[src/rtl/mcu_pkg.sv]
// Shared types and encodings for the multicycle MIPS control unit.
// Optional feature macro: MCU_JUMP_EN (adds the JUMP state and decodes opcode 000010).
package mcu_pkg;

    localparam int unsigned OPC_W      = 6;
    localparam int unsigned FN_W       = 6;
    localparam int unsigned ALU_CODE_W = 4;

    typedef enum logic [3:0] {
        S_IDLE   = 4'd0,
        S_FETCH  = 4'd1,
        S_DECODE = 4'd2,
        S_MEMADR = 4'd3,
        S_MEMRD  = 4'd4,
        S_MEMWB  = 4'd5,
        S_MEMWR  = 4'd6,
        S_EXEC_R = 4'd7,
        S_ALUWB  = 4'd8,
        S_EXEC_I = 4'd9,
        S_IWB    = 4'd10,
        S_BRANCH = 4'd11
`ifdef MCU_JUMP_EN
        , S_JUMP = 4'd12
`endif
    } state_t;

    // Which source drives the ALU operation in the current state
    typedef enum logic [1:0] {
        ALU_CLS_ADD   = 2'd0,
        ALU_CLS_SUB   = 2'd1,
        ALU_CLS_FUNCT = 2'd2,
        ALU_CLS_IMM   = 2'd3
    } alu_class_t;

    localparam logic [OPC_W-1:0] OPC_RTYPE = 6'b000000;
    localparam logic [OPC_W-1:0] OPC_J     = 6'b000010;
    localparam logic [OPC_W-1:0] OPC_BEQ   = 6'b000100;
    localparam logic [OPC_W-1:0] OPC_BNE   = 6'b000101;
    localparam logic [OPC_W-1:0] OPC_ADDI  = 6'b001000;
    localparam logic [OPC_W-1:0] OPC_SLTI  = 6'b001010;
    localparam logic [OPC_W-1:0] OPC_ANDI  = 6'b001100;
    localparam logic [OPC_W-1:0] OPC_ORI   = 6'b001101;
    localparam logic [OPC_W-1:0] OPC_LW    = 6'b100011;
    localparam logic [OPC_W-1:0] OPC_SW    = 6'b101011;

    localparam logic [FN_W-1:0] FN_ADD = 6'b100000;
    localparam logic [FN_W-1:0] FN_SUB = 6'b100010;
    localparam logic [FN_W-1:0] FN_AND = 6'b100100;
    localparam logic [FN_W-1:0] FN_OR  = 6'b100101;
    localparam logic [FN_W-1:0] FN_NOR = 6'b100111;
    localparam logic [FN_W-1:0] FN_SLT = 6'b101010;

    localparam logic [ALU_CODE_W-1:0] ALU_AND = 4'b0000;
    localparam logic [ALU_CODE_W-1:0] ALU_OR  = 4'b0001;
    localparam logic [ALU_CODE_W-1:0] ALU_NOR = 4'b0010;
    localparam logic [ALU_CODE_W-1:0] ALU_ADD = 4'b0100;
    localparam logic [ALU_CODE_W-1:0] ALU_SUB = 4'b0101;
    localparam logic [ALU_CODE_W-1:0] ALU_SLT = 4'b0111;

endpackage

[src/rtl/alu_decoder.sv]
// Maps state class, latched opcode and Funct to an ALU control code; flags unknown Funct.
module alu_decoder
    import mcu_pkg::*;
#(
    parameter int unsigned OP_WIDTH       = 6,
    parameter int unsigned FUNCT_WIDTH    = 6,
    parameter int unsigned ALU_CTRL_WIDTH = 4
) (
    input  alu_class_t                alu_class,
    input  logic [OP_WIDTH-1:0]       op,
    input  logic [FUNCT_WIDTH-1:0]    funct,
    output logic [ALU_CTRL_WIDTH-1:0] alu_control_c,
    output logic                      funct_illegal_c
);

    logic [ALU_CODE_W-1:0] code;

    // Select the ALU code for the active class
    always_comb begin
        code            = ALU_ADD;
        funct_illegal_c = 1'b0;
        case (alu_class)
            ALU_CLS_ADD: code = ALU_ADD;
            ALU_CLS_SUB: code = ALU_SUB;
            ALU_CLS_FUNCT: begin
                case (funct)
                    FUNCT_WIDTH'(FN_ADD): code = ALU_ADD;
                    FUNCT_WIDTH'(FN_SUB): code = ALU_SUB;
                    FUNCT_WIDTH'(FN_AND): code = ALU_AND;
                    FUNCT_WIDTH'(FN_OR):  code = ALU_OR;
                    FUNCT_WIDTH'(FN_NOR): code = ALU_NOR;
                    FUNCT_WIDTH'(FN_SLT): code = ALU_SLT;
                    default:              funct_illegal_c = 1'b1;
                endcase
            end
            ALU_CLS_IMM: begin
                case (op)
                    OP_WIDTH'(OPC_ADDI): code = ALU_ADD;
                    OP_WIDTH'(OPC_SLTI): code = ALU_SLT;
                    OP_WIDTH'(OPC_ANDI): code = ALU_AND;
                    OP_WIDTH'(OPC_ORI):  code = ALU_OR;
                    default:             code = ALU_ADD;
                endcase
            end
            default: code = ALU_ADD;
        endcase
    end

    assign alu_control_c = ALU_CTRL_WIDTH'(code);

endmodule

[src/rtl/multicycle_control_unit.sv]
// Moore control FSM for the multicycle MIPS datapath.
// Optional feature macro: MCU_JUMP_EN (JUMP state; opcode 000010 is illegal without it).
// Strobes decode from the state register, gated only by Zero and MemReady, so
// FETCH/MEMRD/MEMWR can react to MemReady in the same cycle.
module multicycle_control_unit
    import mcu_pkg::*;
#(
    parameter int unsigned OP_WIDTH       = 6,
    parameter int unsigned FUNCT_WIDTH    = 6,
    parameter int unsigned ALU_CTRL_WIDTH = 4
) (
    input  logic                      clk,
    input  logic                      reset,
    input  logic [OP_WIDTH-1:0]       OP,
    input  logic [FUNCT_WIDTH-1:0]    Funct,
    input  logic                      Zero,
    input  logic                      MemReady,
    output logic                      PCWrite,
    output logic                      IorD,
    output logic                      MemWrite,
    output logic                      IRWrite,
    output logic                      RegDst,
    output logic                      MemtoReg,
    output logic                      RegWrite,
    output logic                      ALUSrcA,
    output logic [1:0]                ALUSrcB,
    output logic [ALU_CTRL_WIDTH-1:0] ALUControl,
    output logic [1:0]                PCSrc,
    output logic                      Illegal_o
);

    state_t                    state;
    state_t                    state_nxt;
    logic [OP_WIDTH-1:0]       op_q;
    alu_class_t                alu_class;
    logic [ALU_CTRL_WIDTH-1:0] alu_control_c;
    logic                      funct_illegal_c;

    alu_decoder #(
        .OP_WIDTH       (OP_WIDTH),
        .FUNCT_WIDTH    (FUNCT_WIDTH),
        .ALU_CTRL_WIDTH (ALU_CTRL_WIDTH)
    ) u_alu_decoder (
        .alu_class       (alu_class),
        .op              (op_q),
        .funct           (Funct),
        .alu_control_c   (alu_control_c),
        .funct_illegal_c (funct_illegal_c)
    );

    // State register; opcode is captured in DECODE so later states never re-read OP
    always_ff @(posedge clk or negedge reset) begin
        if (!reset) begin
            state <= S_IDLE;
            op_q  <= '0;
        end else begin
            state <= state_nxt;
            if (state == S_DECODE) begin
                op_q <= OP;
            end
        end
    end

    // Next-state and strobe decode
    always_comb begin
        state_nxt  = state;
        alu_class  = ALU_CLS_ADD;
        PCWrite    = 1'b0;
        IorD       = 1'b0;
        MemWrite   = 1'b0;
        IRWrite    = 1'b0;
        RegDst     = 1'b0;
        MemtoReg   = 1'b0;
        RegWrite   = 1'b0;
        ALUSrcA    = 1'b0;
        ALUSrcB    = 2'b00;
        ALUControl = '0;
        PCSrc      = 2'b00;
        Illegal_o  = 1'b0;
        case (state)
            S_IDLE: state_nxt = S_FETCH;
            S_FETCH: begin
                ALUSrcB    = 2'b01;
                ALUControl = alu_control_c;
                IRWrite    = MemReady;
                PCWrite    = MemReady;
                if (MemReady) state_nxt = S_DECODE;
            end
            S_DECODE: begin
                ALUSrcB    = 2'b11;
                ALUControl = alu_control_c;
                case (OP)
                    OP_WIDTH'(OPC_LW),
                    OP_WIDTH'(OPC_SW):    state_nxt = S_MEMADR;
                    OP_WIDTH'(OPC_RTYPE): state_nxt = S_EXEC_R;
                    OP_WIDTH'(OPC_ADDI),
                    OP_WIDTH'(OPC_SLTI),
                    OP_WIDTH'(OPC_ANDI),
                    OP_WIDTH'(OPC_ORI):   state_nxt = S_EXEC_I;
                    OP_WIDTH'(OPC_BEQ),
                    OP_WIDTH'(OPC_BNE):   state_nxt = S_BRANCH;
`ifdef MCU_JUMP_EN
                    OP_WIDTH'(OPC_J):     state_nxt = S_JUMP;
`endif
                    default: begin
                        Illegal_o = 1'b1;
                        state_nxt = S_FETCH;
                    end
                endcase
            end
            S_MEMADR: begin
                ALUSrcA    = 1'b1;
                ALUSrcB    = 2'b10;
                ALUControl = alu_control_c;
                state_nxt  = (op_q == OP_WIDTH'(OPC_SW)) ? S_MEMWR : S_MEMRD;
            end
            S_MEMRD: begin
                IorD = 1'b1;
                if (MemReady) state_nxt = S_MEMWB;
            end
            S_MEMWB: begin
                MemtoReg  = 1'b1;
                RegWrite  = 1'b1;
                state_nxt = S_FETCH;
            end
            S_MEMWR: begin
                IorD     = 1'b1;
                MemWrite = 1'b1;
                if (MemReady) state_nxt = S_FETCH;
            end
            S_EXEC_R: begin
                alu_class  = ALU_CLS_FUNCT;
                ALUSrcA    = 1'b1;
                ALUControl = alu_control_c;
                if (funct_illegal_c) begin
                    Illegal_o = 1'b1;
                    state_nxt = S_FETCH;
                end else begin
                    state_nxt = S_ALUWB;
                end
            end
            S_ALUWB: begin
                RegDst    = 1'b1;
                RegWrite  = 1'b1;
                state_nxt = S_FETCH;
            end
            S_EXEC_I: begin
                alu_class  = ALU_CLS_IMM;
                ALUSrcA    = 1'b1;
                ALUSrcB    = 2'b10;
                ALUControl = alu_control_c;
                state_nxt  = S_IWB;
            end
            S_IWB: begin
                RegWrite  = 1'b1;
                state_nxt = S_FETCH;
            end
            S_BRANCH: begin
                alu_class  = ALU_CLS_SUB;
                ALUSrcA    = 1'b1;
                ALUControl = alu_control_c;
                PCSrc      = 2'b01;
                PCWrite    = (op_q == OP_WIDTH'(OPC_BNE)) ? !Zero : Zero;
                state_nxt  = S_FETCH;
            end
`ifdef MCU_JUMP_EN
            S_JUMP: begin
                PCSrc     = 2'b10;
                PCWrite   = 1'b1;
                state_nxt = S_FETCH;
            end
`endif
            default: state_nxt = S_IDLE;
        endcase
    end

endmodule

[config.mk]
export PLATFORM = sky130hd
export DESIGN_NAME = multicycle_control_unit
export DESIGN_NICKNAME = d
export VERILOG_FILES = /design/src/rtl/mcu_pkg.sv /design/src/rtl/alu_decoder.sv /design/src/rtl/multicycle_control_unit.sv
export SDC_FILE = /design/constraint.sdc
export NUM_CORES = 1
export LEC_CHECK = 0
export BUFFER_PORTS_ARGS = -buffer_cell sky130_fd_sc_hd__buf_4
export CAP_MARGIN = 20
export CORE_MARGIN = 2
export CORE_UTILIZATION = 44
export DETAILED_ROUTE_END_ITERATION = 6
export PLACE_DENSITY_LB_ADDON = 0.08
export SETUP_SLACK_MARGIN = 0.02
export SYNTH_ARGS = -nofsm -noshare
export SYNTH_HDL_FRONTEND = slang
export SYNTH_SLANG_ARGS = --single-unit
export TNS_END_PERCENT = 10
[constraint.sdc]
create_clock -name clk -period 1.6 [get_ports clk]
set_clock_uncertainty 0.2 [all_clocks]
set_input_delay 0.24 -clock clk [delete_from_list [all_inputs] [get_ports clk]]
set_output_delay 0.24 -clock clk [all_outputs]
set_load 0.05 [all_outputs]
==> results.json, run 1 <==
{
  "p_leak_uw": 0.000782,
  "slew_viol_final": 0,
  "layout_setup_ws_ns": -0.446,
  "first_global_vias": 1206,
  "netlist_area_um2": 916,
  "placed_cells": 201,
  "synth_seq_cells": 10,
  "whs_path_depth": 2,
  "final.setup.tns_ns": -4.23,
  "crit_family": "flip-flops",
  "antenna_left": 0,
  "yosys.area.top_type_share_pct": 27.3,
  "ir_worst_vdd_v": 0.00160,
  "cts_tree": "yes",
  "routedWlPerCell_um": 17.5,
  "min_path_type": "in -> reg",
  "grtUsageTotal_pct": 29.0,
  "routed_wl_um": 3640,
  "yosys.area_share.simple_pct": 32.1,
  "critPathKind": "reg -> out",
  "cts_htree_levels": 1,
  "die_h_um": 49.6,
  "start_kind": "flop",
  "max_freq_mhz": 489,
  "layout.nets": 198,
  "worst-path-buf-inv": 1,
  "violations": "negative setup slack",
  "outcome": "complete, but fails checks",
  "finalSetupViolCount": 21,
  "max_stage_delay_ns": 0.41,
  "yosys-top-cells-area": "dfrtp_1 27%, mux2_2 8.6%, nand2b_1 4.8%",
  "start_util_pct": 46.7,
  "synth_cell_types": 48,
  "cts_buffers": 3,
  "hold_viol_final": 0,
  "synth_top_family_by_area": "simple AND/OR/NAND/NOR gates",
  "yosysSeqAreaShare_pct": 27.3,
  "clockBufferDepth": 2,
  "die_width_um": 49.6,
  "synth_area_per_cell_um2": 8.40,
  "num_vias": 1197,
  "synthAdderAreaFrac_pct": 0,
  "utilization_pct": 90.8,
  "clock_latency_ns": 0.27,
  "synth_xor_area_share_pct": 0.956,
  "rsz0062_at_grt": "yes",
  "arrival_ns": 1.61,
  "synth-compound-area-share_pct": 24.2,
  "dp_hpwl_um": 2480,
  "fin_crit_ns": 2.05,
  "synthTopCellsByCount": "11 x nor2_1, 10 x dfrtp_1, 7 x mux2_2, 7 x nand2b_1",
  "async_flop_share_pct": 100,
  "synth.largest_area_cell": "dfrtp_1",
  "dieArea_mm2": 0.00246,
  "synth_most_common_cell": "nor2_1",
  "crit_chain": "or3b_4 > a21oi_2 > o21ai_2 > a21oi_4 > buf_6",
  "io-pin-count": 33,
  "required_ns": 1.16,
  "synthCells": 109,
  "placementRows": 16,
  "post_drt_via_cell_ratio": 5.75,
  "area_growth_pct": 94.5,
  "gr-total-overflow": 0,
  "io_buffers": 30,
  "worstSetupPathDepth": 5,
  "power.density_mw_per_mm2": 1750,
  "num_antenna_cells": 0,
  "crit_slowest_cell": "dfrtp_1",
  "end_kind": "primary output",
  "grt_max_degree": 11,
  "globalplace.congestion": 0.829,
  "antenna_found_initial": 0,
  "power_uw": 3120,
  "cap_violations": 0,
  "cts_sinks": 10,
  "grt_pass1_wl_um": 5400,
  "drc": 0,
  "design.core.area_mm2": 0.00196,
  "drt-initial-drc-count": 37,
  "r2r_cells": 5,
  "firstDrtPassIters": 4,
  "clock-root-buffer": "clkbuf_4",
  "whs_ns": 0.0351,
  "nFillCells": 82,
  "synth-edff-count": 0,
  "synth_warnings": 0,
  "final_cells": 208,
  "clkSlewWorstSetupHoldPaths_ns": 0.06,
  "fin_crit_sh_pct": 128,
  "synth.area.mux_share_pct": 8.61,
  "crit_fanout": 3,
  "synthFlopType": "dfrtp_1",
  "drive_above_1_share_pct": 69.1
}
-- layout by cell type (no fill, tap or decap), drive strengths merged, types with 2 or more instances in the layout --
| cell type | instances |
|---|---|
| mux2 | 7 |
| conb | 2 |
| or3b | 2 |
| clkbuf | 4 |
| o22ai | 2 |
| dfrtp | 10 |
| nand2b | 8 |
| a21oi | 6 |
| o311ai | 2 |
| nand2 | 6 |
| o31ai | 2 |
| buf | 73 |
| o21ai | 5 |
| nor3 | 4 |
| nor2 | 11 |
| inv | 3 |
| nor3b | 2 |
| a21o | 2 |
| nor2b | 4 |
| nand3 | 3 |
-- cell type report --
cell class                 count  area [um^2]  share of cell area [%]
timing repair buffer          74          641                    36.0
tap                           27         33.8                    1.90
inverter                       3         11.3                   0.632
multi-input combinational     90          815                    45.7
clock buffer                   4         26.3                    1.47
sequential                    10          255                    14.3
-- stage by stage --
| step | instance area (um^2) | setup slack, ns |
|---|---|---|
| 2_1_floorplan | 1060 | -0.197 |
| 3_3_place_gp | 1570 | -0.292 |
| 3_5_place_dp | 1570 | -0.337 |
| 4_1_cts | 1700 | -0.457 |
| 5_1_grt | 1780 | -0.503 |
| 6_report | 1780 | -0.446 |
-- worst paths after layout --
kind | start | end | slack, ns
setup / recovery | op_q[5]$_DFFE_PN0P_ | ALUControl[0] | -0.45
hold / removal | OP[4] | op_q[4]$_DFFE_PN0P_ | 0.04
setup reg to reg | state[1]$_DFFE_PN0P_ | op_q[2]$_DFFE_PN0P_ | -0.07
hold reg to reg | op_q[4]$_DFFE_PN0P_ | op_q[4]$_DFFE_PN0P_ | 0.44
max in group asynchronous | reset | state[2]$_DFFE_PN0P_ | 0.92
min in group asynchronous | reset | op_q[3]$_DFFE_PN0P_ | 0.13
-- state kept, by name (all words and copies together) (netlist names) --
| register | count |
|---|---|
| op_q | 6 |
| state | 4 |
-- where the power goes --
group	switching [uW]	internal [uW]	total (uW)	leakage, uW
clock	89.5	96.6	186	0.0000150
combinational	1270	1160	2430	0.000651
sequential	121	375	496	0.000117
-- cell families after synthesis --
kind of cell    Yosys count
flops                    10
simple gates             49
xor+xnor                  1
other cells               1
buf+inv                  10
mux                       7
compound gates           31
-- routing by layer --
layer / routed length [um] / vias to the layer above / global-route usage [%]
met5: 0 / - / 0
met4: 142 / 0 / 16.2
met3: 238 / 16 / 5.45
met2: 1800 / 52 / 51.3
met1: 1460 / 576 / 32.2
li1: - / 553 / -
-- repair_timing --
| item | 4_1_cts | 5_1_grt |
|---|---|---|
| pin swaps | 6 | 5 |
| hold endpoints to repair | 10 | 0 |
| buffers inserted | 0 | 2 |
| endpoints found under the setup margin | 25 | 25 |
| hold buffers | 1 | 0 |
| resized for setup | 26 | 17 |
No activity file was read; power rests on OpenSTA's default activity.
==> inputs of run 2 (changes only) <==
BUFFER_PORTS_ARGS = -buffer_cell sky130_fd_sc_hd__buf_2   (was -buffer_cell sky130_fd_sc_hd__buf_4)
==> results.json, run 2 (synthesis gave the netlist of run 1 again) <==
{
  "clockBufferDepth": 2,
  "clock-root-buffer": "clkbuf_4",
  "drive_above_1_share_pct": 69.7,
  "power_uw": 3180,
  "io_buffers": 30,
  "largest_register_ffs": 6,
  "finalSetupViolCount": 22,
  "r2r_start": "op_q[2]$_DFFE_PN0P_",
  "routed_wl_um": 4220,
  "crit_fanout": 9,
  "antenna_left": 0,
  "place_area_mm2": 0.00148,
  "nFillCells": 91,
  "top_regs": "op_q x6, state x4",
  "r2r_cells": 5,
  "cap_violations": 0,
  "die_width_um": 49.6,
  "layout_setup_ws_ns": -0.478,
  "firstDrtPassIters": 4,
  "clkSlewWorstSetupHoldPaths_ns": 0.07,
  "placed_cells": 200,
  "cts_tree": "yes",
  "outcome": "complete, but fails checks",
  "violations": "negative setup slack",
  "rsz0062_at_grt": "yes",
  "hold_viol_final": 0,
  "start_util_pct": 46.7,
  "fin_crit_sh_pct": 130,
  "dieArea_mm2": 0.00246,
  "placementRows": 16,
  "area_growth_pct": 92.9,
  "die_h_um": 49.6,
  "ir_worst_vdd_v": 0.00148,
  "min_path_type": "in -> async",
  "routedWlPerCell_um": 20.6,
  "io-pin-count": 33,
  "end_kind": "primary output",
  "num_vias": 1257,
  "required_ns": 1.16,
  "layout.nets": 195,
  "arrival_ns": 1.64,
  "final_cells": 205,
  "start_kind": "flop",
  "grtUsageTotal_pct": 30.1,
  "cts_htree_levels": 1,
  "cts_buffers": 3,
  "antenna_found_initial": 0,
  "grt_max_degree": 11,
  "post_drt_via_cell_ratio": 6.13,
  "slew_viol_final": 0,
  "grt_pass1_wl_um": 5590,
  "p_leak_uw": 0.000764,
  "gr-total-overflow": 0,
  "crit_path_start": "state[3]$_DFFE_PN0P_",
  "critPathKind": "reg -> out",
  "layout_commonest_cell": "buf_4",
  "clock_latency_ns": 0.28,
  "design_area_mm2": 0.00177,
  "drc": 0,
  "max_freq_mhz": 481,
  "dp_hpwl_um": 2430,
  "drt-initial-drc-count": 42,
  "first_global_vias": 1215,
  "power.density_mw_per_mm2": 1800,
  "layout_common_cells": "34 x buf_4, 19 x buf_6, 15 x buf_2",
  "globalplace.congestion": 0.926,
  "cts_sinks": 10,
  "fin_crit_ns": 2.08,
  "regMostFlops": "op_q",
  "num_antenna_cells": 0,
  "design.core.area_mm2": 0.00196
}
==> run 2: changes by cell type in the layout (fill, tap and decap cells not counted), moves of 2 or more <==
cell / change
buf_4: -18
nand3_1: -2
nand3_2: +2
buf_2: +15
==> run 2: through the flow <==
step	setup slack, ns	setup TNS [ns]	utilization (%)	hold slack, ns
after floorplan	-0.197	-1.32	-	-0.256
after global placement	-0.307	-1.57	75.6	-0.0865
after detailed placement	-0.324	-1.97	75.6	-0.0815
after CTS	-0.446	-4.15	87.9	0.114
after global routing	-0.547	-5.55	90.1	0.136
final	-0.478	-4.77	90.1	0.135
==> run 2: final cells by class <==
type | instances | area, um^2 | area share (%)
clock buffers | 4 | 26.3 | 1.49
inverters | 3 | 11.3 | 0.637
multi-input cells | 90 | 856 | 48.4
flip-flops and latches | 10 | 255 | 14.4
well taps | 27 | 33.8 | 1.91
repair buffers | 71 | 584 | 33.1
==> run 2: worst paths after layout <==
check / to / slack (ns)
max: ALUControl[0] / -0.48
min: op_q[2]$_DFFE_PN0P_ / 0.14
max reg2reg: state[1]$_DFFE_PN0P_ / -0.09
min reg2reg: op_q[1]$_DFFE_PN0P_ / 0.41
max in group asynchronous: state[3]$_DFFE_PN0P_ / 0.86
min in group clk: op_q[4]$_DFFE_PN0P_ / 0.14
==> run 2: critical path, cell delays in order, from the launching register on <==
cell and delay (ns):
dfrtp_2 0.42, buf_6 0.16, nand2b_4 0.09, inv_2 0.06
o21ai_0 0.39, a21oi_4 0.06, buf_6 0.17
==> run 2: report_power, final <==
| group | leakage [uW] | internal [uW] | switching [uW] |
|---|---|---|---|
| sequential | 0.000117 | 375 | 139 |
| clock | 0.0000150 | 96.6 | 93.7 |
| combinational | 0.000632 | 1130 | 1340 |
==> run 2: timing repair <==
item	CTS	global route
hold buffers	1	0
resized for setup	55	9
buffers inserted	0	0
hold endpoints to repair	10	0
pin swaps	8	1
setup endpoints to repair	24	25
==> run 2: layer usage <==
metal,wire length [um],global-route usage (%)
met1,1590,34.0
met2,2210,53.3
met3,236,3.03
met4,180,19.4
met5,0,0
